==> src/rtl/mips_instr_encoder_if.sv <==
// Request/instruction handshake bundle for mips_instr_encoder.
// master = request producer and instruction consumer; slave = the encoder.
interface mips_instr_encoder_if #(
  parameter int OUT_DEPTH = 4
);
  localparam int CW = $clog2(OUT_DEPTH) + 1;

  logic          req_valid;
  logic          req_ready;
  logic [4:0]    req_op;
  logic [4:0]    req_rs;
  logic [4:0]    req_rt;
  logic [4:0]    req_rd;
  logic [4:0]    req_shamt;
  logic [31:0]   req_imm;
  logic          instr_valid;
  logic          instr_ready;
  logic [31:0]   instr_word;
  logic          instr_last;
  logic [CW-1:0] instr_count;
  logic          err_illegal;

  modport master (
    output req_valid, req_op, req_rs, req_rt, req_rd, req_shamt, req_imm, instr_ready,
    input  req_ready, instr_valid, instr_word, instr_last, instr_count, err_illegal
  );

  modport slave (
    input  req_valid, req_op, req_rs, req_rt, req_rd, req_shamt, req_imm, instr_ready,
    output req_ready, instr_valid, instr_word, instr_last, instr_count, err_illegal
  );
endinterface

==> src/rtl/mips_instr_encoder.sv <==
// Field-level MIPS32 encoder: one request -> 1..2 words into an output FIFO, LI expanded.
// Optional DELAY_SLOT_NOP_EN appends a NOP word after every branch/jump.
module mips_instr_encoder #(
  parameter int OUT_DEPTH = 4
) (
  input  logic                clk,
  input  logic                resetn,
  input  logic                flush,
  mips_instr_encoder_if.slave bus
);
  localparam int AW = $clog2(OUT_DEPTH);
  localparam int CW = AW + 1;

  localparam logic [4:0] OP_ADDU  = 5'd1,  OP_SUBU = 5'd2,  OP_AND  = 5'd3,  OP_OR   = 5'd4;
  localparam logic [4:0] OP_XOR   = 5'd5,  OP_NOR  = 5'd6,  OP_SLT  = 5'd7,  OP_SLTU = 5'd8;
  localparam logic [4:0] OP_SLL   = 5'd9,  OP_SRL  = 5'd10, OP_SRA  = 5'd11, OP_ADDIU = 5'd12;
  localparam logic [4:0] OP_ORI   = 5'd13, OP_ANDI = 5'd14, OP_XORI = 5'd15, OP_LUI  = 5'd16;
  localparam logic [4:0] OP_LW    = 5'd17, OP_SW   = 5'd18, OP_BEQ  = 5'd19, OP_BNE  = 5'd20;
  localparam logic [4:0] OP_J     = 5'd21, OP_JAL  = 5'd22, OP_JR   = 5'd23, OP_LI   = 5'd24;
  localparam logic [4:0] OP_MFC0  = 5'd25, OP_MTC0 = 5'd26, OP_ERET = 5'd27;

  typedef enum logic [1:0] {
    ST_IDLE,
    ST_EMIT2
`ifdef DELAY_SLOT_NOP_EN
    , ST_EMIT_NOP
`endif
  } state_t;

  function automatic logic [31:0] r_fmt(input logic [4:0] rs, input logic [4:0] rt,
                                        input logic [4:0] rd, input logic [4:0] sh,
                                        input logic [5:0] fn);
    return {6'h00, rs, rt, rd, sh, fn};
  endfunction

  function automatic logic [31:0] i_fmt(input logic [5:0] opc, input logic [4:0] rs,
                                        input logic [4:0] rt, input logic [15:0] imm);
    return {opc, rs, rt, imm};
  endfunction

  function automatic logic [31:0] encode(input logic [4:0] op, input logic [4:0] rs,
                                         input logic [4:0] rt, input logic [4:0] rd,
                                         input logic [4:0] sh, input logic [31:0] imm);
    logic [31:0] w;
    w = '0;
    case (op)
      OP_ADDU:  w = r_fmt(rs, rt, rd, 5'd0, 6'h21);
      OP_SUBU:  w = r_fmt(rs, rt, rd, 5'd0, 6'h23);
      OP_AND:   w = r_fmt(rs, rt, rd, 5'd0, 6'h24);
      OP_OR:    w = r_fmt(rs, rt, rd, 5'd0, 6'h25);
      OP_XOR:   w = r_fmt(rs, rt, rd, 5'd0, 6'h26);
      OP_NOR:   w = r_fmt(rs, rt, rd, 5'd0, 6'h27);
      OP_SLT:   w = r_fmt(rs, rt, rd, 5'd0, 6'h2a);
      OP_SLTU:  w = r_fmt(rs, rt, rd, 5'd0, 6'h2b);
      OP_SLL:   w = r_fmt(5'd0, rt, rd, sh, 6'h00);
      OP_SRL:   w = r_fmt(5'd0, rt, rd, sh, 6'h02);
      OP_SRA:   w = r_fmt(5'd0, rt, rd, sh, 6'h03);
      OP_ADDIU: w = i_fmt(6'h09, rs, rt, imm[15:0]);
      OP_ORI:   w = i_fmt(6'h0d, rs, rt, imm[15:0]);
      OP_ANDI:  w = i_fmt(6'h0c, rs, rt, imm[15:0]);
      OP_XORI:  w = i_fmt(6'h0e, rs, rt, imm[15:0]);
      OP_LUI:   w = i_fmt(6'h0f, 5'd0, rt, imm[15:0]);
      OP_LW:    w = i_fmt(6'h23, rs, rt, imm[15:0]);
      OP_SW:    w = i_fmt(6'h2b, rs, rt, imm[15:0]);
      OP_BEQ:   w = i_fmt(6'h04, rs, rt, imm[15:0]);
      OP_BNE:   w = i_fmt(6'h05, rs, rt, imm[15:0]);
      OP_J:     w = {6'h02, imm[25:0]};
      OP_JAL:   w = {6'h03, imm[25:0]};
      OP_JR:    w = r_fmt(rs, 5'd0, 5'd0, 5'd0, 6'h08);
      // LI: a single ORI when the upper half is zero, otherwise the LUI half goes first
      OP_LI:    w = (imm[31:16] == 16'h0) ? i_fmt(6'h0d, 5'd0, rt, imm[15:0])
                                          : i_fmt(6'h0f, 5'd0, rt, imm[31:16]);
      OP_MFC0:  w = {6'h10, 5'h00, rt, rd, 8'h00, imm[2:0]};
      OP_MTC0:  w = {6'h10, 5'h04, rt, rd, 8'h00, imm[2:0]};
      OP_ERET:  w = 32'h4200_0018;
      default:  w = '0;
    endcase
    return w;
  endfunction

  state_t        state;
  logic          out_of_reset;
  logic          err_q;
  logic [4:0]    li_rt_p1;
  logic [15:0]   li_lo_p1;

  logic [32:0]   mem [OUT_DEPTH];
  logic [AW-1:0] wr_ptr, rd_ptr;
  logic [CW-1:0] count;
  logic          full, empty;

  logic          accept;
  logic          illegal_p0, li_two_p0, word0_last_p0;
  logic [31:0]   word0_p0;
  logic          push, pop;
  logic [31:0]   push_word;
  logic          push_last;

  assign full  = (count == CW'(OUT_DEPTH));
  assign empty = (count == '0);

  assign bus.req_ready = out_of_reset & (state == ST_IDLE) & ~full & ~flush;
  assign accept        = bus.req_valid & bus.req_ready;

  // ---- p0: combinational encode of the presented request
  assign illegal_p0 = (bus.req_op[4:2] == 3'b111);
  assign li_two_p0  = (bus.req_op == OP_LI) && (bus.req_imm[31:16] != 16'h0);
  assign word0_p0   = encode(bus.req_op, bus.req_rs, bus.req_rt, bus.req_rd,
                             bus.req_shamt, bus.req_imm);

`ifdef DELAY_SLOT_NOP_EN
  logic is_branch_p0;
  assign is_branch_p0  = (bus.req_op == OP_BEQ) || (bus.req_op == OP_BNE) ||
                         (bus.req_op == OP_J)   || (bus.req_op == OP_JAL) ||
                         (bus.req_op == OP_JR);
  assign word0_last_p0 = ~(li_two_p0 | is_branch_p0);
`else
  assign word0_last_p0 = ~li_two_p0;
`endif

  always_comb begin
    push      = 1'b0;
    push_word = '0;
    push_last = 1'b0;
    if (!flush) begin
      case (state)
        ST_IDLE: begin
          if (accept && !illegal_p0) begin
            push      = 1'b1;
            push_word = word0_p0;
            push_last = word0_last_p0;
          end
        end
        ST_EMIT2: begin
          if (!full) begin
            push      = 1'b1;
            push_word = i_fmt(6'h0d, li_rt_p1, li_rt_p1, li_lo_p1);
            push_last = 1'b1;
          end
        end
`ifdef DELAY_SLOT_NOP_EN
        ST_EMIT_NOP: begin
          if (!full) begin
            push      = 1'b1;
            push_word = '0;
            push_last = 1'b1;
          end
        end
`endif
        default: push = 1'b0;
      endcase
    end
  end

  assign pop = bus.instr_ready & ~empty & ~flush;

  // ---- p1: FSM, captured LI fields and output FIFO
  always_ff @(posedge clk or negedge resetn) begin
    if (!resetn) begin
      state        <= ST_IDLE;
      out_of_reset <= 1'b0;
      err_q        <= 1'b0;
    end else begin
      out_of_reset <= 1'b1;
      err_q        <= 1'b0;
      if (flush) begin
        state <= ST_IDLE;
      end else begin
        case (state)
          ST_IDLE: begin
            if (accept) begin
              if (illegal_p0)     err_q <= 1'b1;
              else if (li_two_p0) state <= ST_EMIT2;
`ifdef DELAY_SLOT_NOP_EN
              else if (is_branch_p0) state <= ST_EMIT_NOP;
`endif
            end
          end
          ST_EMIT2: if (!full) state <= ST_IDLE;
`ifdef DELAY_SLOT_NOP_EN
          ST_EMIT_NOP: if (!full) state <= ST_IDLE;
`endif
          default: state <= ST_IDLE;
        endcase
      end
    end
  end

  always_ff @(posedge clk) begin
    if (accept) begin
      li_rt_p1 <= bus.req_rt;
      li_lo_p1 <= bus.req_imm[15:0];
    end
    if (push) mem[wr_ptr] <= {push_last, push_word};
  end

  always_ff @(posedge clk or negedge resetn) begin
    if (!resetn) begin
      wr_ptr <= '0;
      rd_ptr <= '0;
      count  <= '0;
    end else if (flush) begin
      wr_ptr <= '0;
      rd_ptr <= '0;
      count  <= '0;
    end else begin
      if (push) wr_ptr <= wr_ptr + AW'(1);
      if (pop)  rd_ptr <= rd_ptr + AW'(1);
      count <= count + CW'(push) - CW'(pop);
    end
  end

  // Head fields read as zero when the FIFO is empty so stale entries never leak out.
  assign bus.instr_valid = ~empty;
  assign bus.instr_word  = empty ? 32'h0 : mem[rd_ptr][31:0];
  assign bus.instr_last  = empty ? 1'b0  : mem[rd_ptr][32];
  assign bus.instr_count = count;
  assign bus.err_illegal = err_q;
endmodule

==> src/flat_wrapper.sv <==
// flat-port wrapper written by rule: the top's interface ports become plain ports
module mips_instr_encoder_flat 
#(
  parameter int OUT_DEPTH = 4
)
  (clk, resetn, flush, bus_req_valid, bus_req_op, bus_req_rs, bus_req_rt, bus_req_rd, bus_req_shamt, bus_req_imm, bus_instr_ready, bus_req_ready, bus_instr_valid, bus_instr_word, bus_instr_last, bus_instr_count, bus_err_illegal);
  mips_instr_encoder_if #(.OUT_DEPTH(OUT_DEPTH)) bus_i ();
  input  logic clk;
  input  logic resetn;
  input  logic flush;
  input wire logic [$bits(bus_i.req_valid)-1:0] bus_req_valid;
  input wire logic [$bits(bus_i.req_op)-1:0] bus_req_op;
  input wire logic [$bits(bus_i.req_rs)-1:0] bus_req_rs;
  input wire logic [$bits(bus_i.req_rt)-1:0] bus_req_rt;
  input wire logic [$bits(bus_i.req_rd)-1:0] bus_req_rd;
  input wire logic [$bits(bus_i.req_shamt)-1:0] bus_req_shamt;
  input wire logic [$bits(bus_i.req_imm)-1:0] bus_req_imm;
  input wire logic [$bits(bus_i.instr_ready)-1:0] bus_instr_ready;
  output wire logic [$bits(bus_i.req_ready)-1:0] bus_req_ready;
  output wire logic [$bits(bus_i.instr_valid)-1:0] bus_instr_valid;
  output wire logic [$bits(bus_i.instr_word)-1:0] bus_instr_word;
  output wire logic [$bits(bus_i.instr_last)-1:0] bus_instr_last;
  output wire logic [$bits(bus_i.instr_count)-1:0] bus_instr_count;
  output wire logic [$bits(bus_i.err_illegal)-1:0] bus_err_illegal;
  assign bus_i.req_valid = bus_req_valid;
  assign bus_i.req_op = bus_req_op;
  assign bus_i.req_rs = bus_req_rs;
  assign bus_i.req_rt = bus_req_rt;
  assign bus_i.req_rd = bus_req_rd;
  assign bus_i.req_shamt = bus_req_shamt;
  assign bus_i.req_imm = bus_req_imm;
  assign bus_i.instr_ready = bus_instr_ready;
  assign bus_req_ready = bus_i.req_ready;
  assign bus_instr_valid = bus_i.instr_valid;
  assign bus_instr_word = bus_i.instr_word;
  assign bus_instr_last = bus_i.instr_last;
  assign bus_instr_count = bus_i.instr_count;
  assign bus_err_illegal = bus_i.err_illegal;
  mips_instr_encoder #(.OUT_DEPTH(OUT_DEPTH)) u_core (.clk(clk), .resetn(resetn), .flush(flush), .bus(bus_i));
endmodule
==> config.mk <==
export PLATFORM = sky130hd
export DESIGN_NAME = mips_instr_encoder_flat
export DESIGN_NICKNAME = d
export VERILOG_FILES = /design/src/rtl/mips_instr_encoder_if.sv /design/src/rtl/mips_instr_encoder.sv /design/src/flat_wrapper.sv
export SDC_FILE = /design/constraint.sdc
export NUM_CORES = 1
export LEC_CHECK = 0
export ABC_AREA = 0
export CAP_MARGIN = 10
export CELL_PAD_IN_SITES_DETAIL_PLACEMENT = 0
export CELL_PAD_IN_SITES_GLOBAL_PLACEMENT = 1
export CORE_AREA = 2 2 96 167
export CTS_CLUSTER_DIAMETER = 120
export DETAILED_ROUTE_END_ITERATION = 8
export DIE_AREA = 0 0 98 169
export GPL_ROUTABILITY_DRIVEN = 1
export HOLD_SLACK_MARGIN = 0.03
export PLACE_DENSITY = 0.82
export SYNTH_ARGS = -nofsm -noshare
export SYNTH_HDL_FRONTEND = slang
export SYNTH_SLANG_ARGS = --single-unit
==> constraint.sdc <==
create_clock -name clk -period 5.1 [get_ports clk]
set_clock_uncertainty 0.1 [all_clocks]
set_input_delay 1.53 -clock clk [delete_from_list [all_inputs] [get_ports clk]]
set_output_delay 1.53 -clock clk [all_outputs]
set_load 0.01 [all_outputs]
==> results.json <==
{
  "hold_viol_final": 0,
  "place_ws_ns": 0.598,
  "dr.pass1.iters": 5,
  "yosys-top-cells-area": "edfxtp_1 61%, mux4_2 9.9%, and2_1 3.4%",
  "yosysMostFrequentCell": "edfxtp_1",
  "p_leak_nw": 3.07,
  "cp_top_family": "buffers and inverters",
  "synth_cell_type_count": 69,
  "period_needed_ns": 4.50,
  "synth_commonest_cells": "153 x edfxtp_1, 41 x and2_1, 33 x mux4_2",
  "design_area_mm2": 0.00928,
  "avgSynthCellArea_um2": 15.8,
  "cts_setup_buffers": 0,
  "num_vias": 4738,
  "wl_met2_mm": 9.62,
  "wire_per_inst_um": 22.7,
  "synth_top_area_share_pct": 61.3,
  "rsz0062_at_grt": "false",
  "clockBufferDepth": 2,
  "final.setup.tns_ns": 0,
  "nets": 645,
  "die_w_um": 98,
  "cp_common_cell": "clkdlybuf4s50_1",
  "start_kind": "primary input",
  "postSynth.asyncResetShare_pct": 6.13,
  "pwr-share-comb_pct": 27.0,
  "htree_num_levels": 4,
  "tightest_slew_ns": 0.990,
  "outcome": "complete, no violations",
  "syn_nets": 543,
  "netlist_area_mm2": 0.00749,
  "io_buffers": 100,
  "cap_violations": 0,
  "top_layer": "met4",
  "core_area_mm2": 0.0152,
  "syn_to_final_growth_pct": 23.9,
  "synthFlopType": "edfxtp_1",
  "pwr-share-clk_pct": 32.5,
  "postLayoutCoreUtil_pct": 60.9,
  "maxSlewHeadroom_pct": 34.0,
  "clock_sinks": 163,
  "max-vdd-ir-drop_v": 0.000264,
  "slew_violations": 0,
  "gr-total-overflow": 0,
  "fin_ws_ns": 0.597,
  "required_ns": 3.47,
  "critPathMaxStageDelay_ns": 0.53,
  "fmax_mhz": 222,
  "post-route-period-util_pct": 88.3,
  "pwr-share-seq_pct": 40.5,
  "netlist_instances": 474,
  "ctsResizeCount": 0,
  "insertion_delay_ns": 0.42,
  "cts_hold_buf": 0,
  "globalplace.congestion": 0.964,
  "layout-drive-gt1-share_pct": 17.1,
  "grt_pass1_vias": 4873,
  "p_sw_w": 0.00106,
  "die_area_mm2": 0.0166,
  "synth-edff-count": 153,
  "crit_chain": "clkdlybuf4s50_1, nor2_2, and3_1, clkdlybuf4s50_1",
  "setup_viol": 0,
  "antenna_cells": 0,
  "wl_met1_mm": 6.45,
  "cp-end-kind": "output pin",
  "grt_antenna_before_repair": 0,
  "p_total_w": 0.00391,
  "rows": 60,
  "boundaryPins": 101,
  "ys_seq_area_share_pct": 64.7,
  "crit_slowest_cell": "clkdlybuf4s50_1",
  "crit_type": "primary input to output pin",
  "critPathMaxFanout": 2,
  "numCtsBuffers": 17,
  "via_per_inst": 6.11,
  "path_clk_slew_ns": 0.07,
  "grt_usage_pct": 21.8,
  "arrival_ns": 2.87,
  "hp-class": "flop to flop",
  "ys_ff_latch": 163,
  "grt_max_degree": 37,
  "root_buffer": "clkbuf_16",
  "cts_tree": "done",
  "path_buf_inv": 2,
  "hpwl_mm": 12.4,
  "yosysTopAreaCell": "edfxtp_1",
  "fp.dieH_um": 169,
  "drt_iter0_drc": 402,
  "wl_met3_um": 858,
  "ant_nets": 0,
  "p_sw_share_pct": 27.2,
  "drc": 0,
  "pwr_density_cell_mw_per_mm2": 421,
  "r2r_setup_slack_ns": 1.97,
  "start_util_pct": 49.2,
  "drt-total-wl_mm": 17.6,
  "p_int_w": 0.00285,
  "yosysWarnings": 0,
  "grt_pass1_wl_mm": 27.4,
  "dpl_cell_area_mm2": 0.00869
}
-- registers in the layout, summed over array words and instances, names as in the netlist --
name	flops
u_core.wr_ptr	2
u_core.li_lo_p1	16
u_core.li_rt_p1	5
u_core.rd_ptr	2
u_core.out_of_reset	1
u_core.bus.instr_count	3
u_core.bus.err_illegal	1
u_core.state	1
u_core.mem	132
-- final timing paths --
kind | from | endpoint | depth (start not counted)
setup / recovery | flush | bus_req_ready | 4
hold / removal | u_core.wr_ptr[0] | u_core.wr_ptr[0] | 1
setup reg to reg | u_core.bus.instr_count[1] | u_core.bus.instr_count[2] | 11
hold reg to reg | u_core.wr_ptr[0] | u_core.wr_ptr[0] | 1
max in group asynchronous | resetn | u_core.rd_ptr[0] | 1
min in group asynchronous | resetn | u_core.rd_ptr[1] | 1
-- final cells by class --
class,instances,area (um2)
fillers,1176,5960
flip-flops and latches,163,4850
multi-input cells,269,2450
repair buffers,114,1120
clock buffers,17,425
well taps,186,233
clock inverters,15,170
inverters,11,41.3
-- logic make-up (layout without fill, tap and decap cells) --
family,after synthesis,count (layout),synth area share (%)
AO/OA/AOI/OAI,95,95,10.2
XOR/XNOR,6,6,0.802
adder cells (fa/ha/maj),8,8,1.40
buffers and inverters,42,157,2.66
flip-flops,163,163,64.7
multiplexers,33,33,9.92
other,1,1,0.0501
AND/OR/NAND/NOR,126,126,10.4
-- worst reg2reg max path, cell delays in order, from the launching register on --
cell	delay, ns
dfrtp_1	0.46
or3_1	0.82
nand2_1	0.27
nor2_1	0.08
ha_1	0.28
inv_1	0.06
ha_1	0.13
inv_1	0.05
fa_1	0.41
xor2_1	0.17
xnor2_1	0.14
nor2_1	0.06
-- metal layers --
| layer | global-route usage (%) | vias up |
|---|---|---|
| met5 | 0 | - |
| met4 | 9.60 | 0 |
| met3 | 3.55 | 37 |
| met2 | 39.4 | 200 |
| met1 | 25.4 | 2402 |
| li1 | - | 2099 |
-- per-stage QoR --
stage	hold slack, ns	cells
final	0.500	775
after global routing	0.528	775
after CTS	0.497	775
after global placement	0.477	743
after floorplan	0.437	474
after detailed placement	0.487	743
-- cells in the final DEF, fill, tap and decap left out, types with 9 or more instances in the layout --
master,count
edfxtp_1,153
clkdlybuf4s50_1,100
and2_1,41
mux4_2,33
nand2_1,22
nor2_1,17
clkbuf_16,17
a221o_1,13
buf_4,13
a21oi_1,12
inv_1,9
dfrtp_1,9
-- power groups by stage --
| stage | combinational [W] | sequential (W) | clock, W |
|---|---|---|---|
| after floorplan | 0.000615 | 0.00157 | 0 |
| after global placement | 0.00106 | 0.00161 | 0 |
| after detailed placement | 0.00108 | 0.00161 | 0 |
| after CTS | 0.00109 | 0.00159 | 0.00128 |
| after global routing | 0.00115 | 0.00159 | 0.00134 |
| final | 0.00106 | 0.00158 | 0.00127 |
Power figures use the tool's default switching activity.
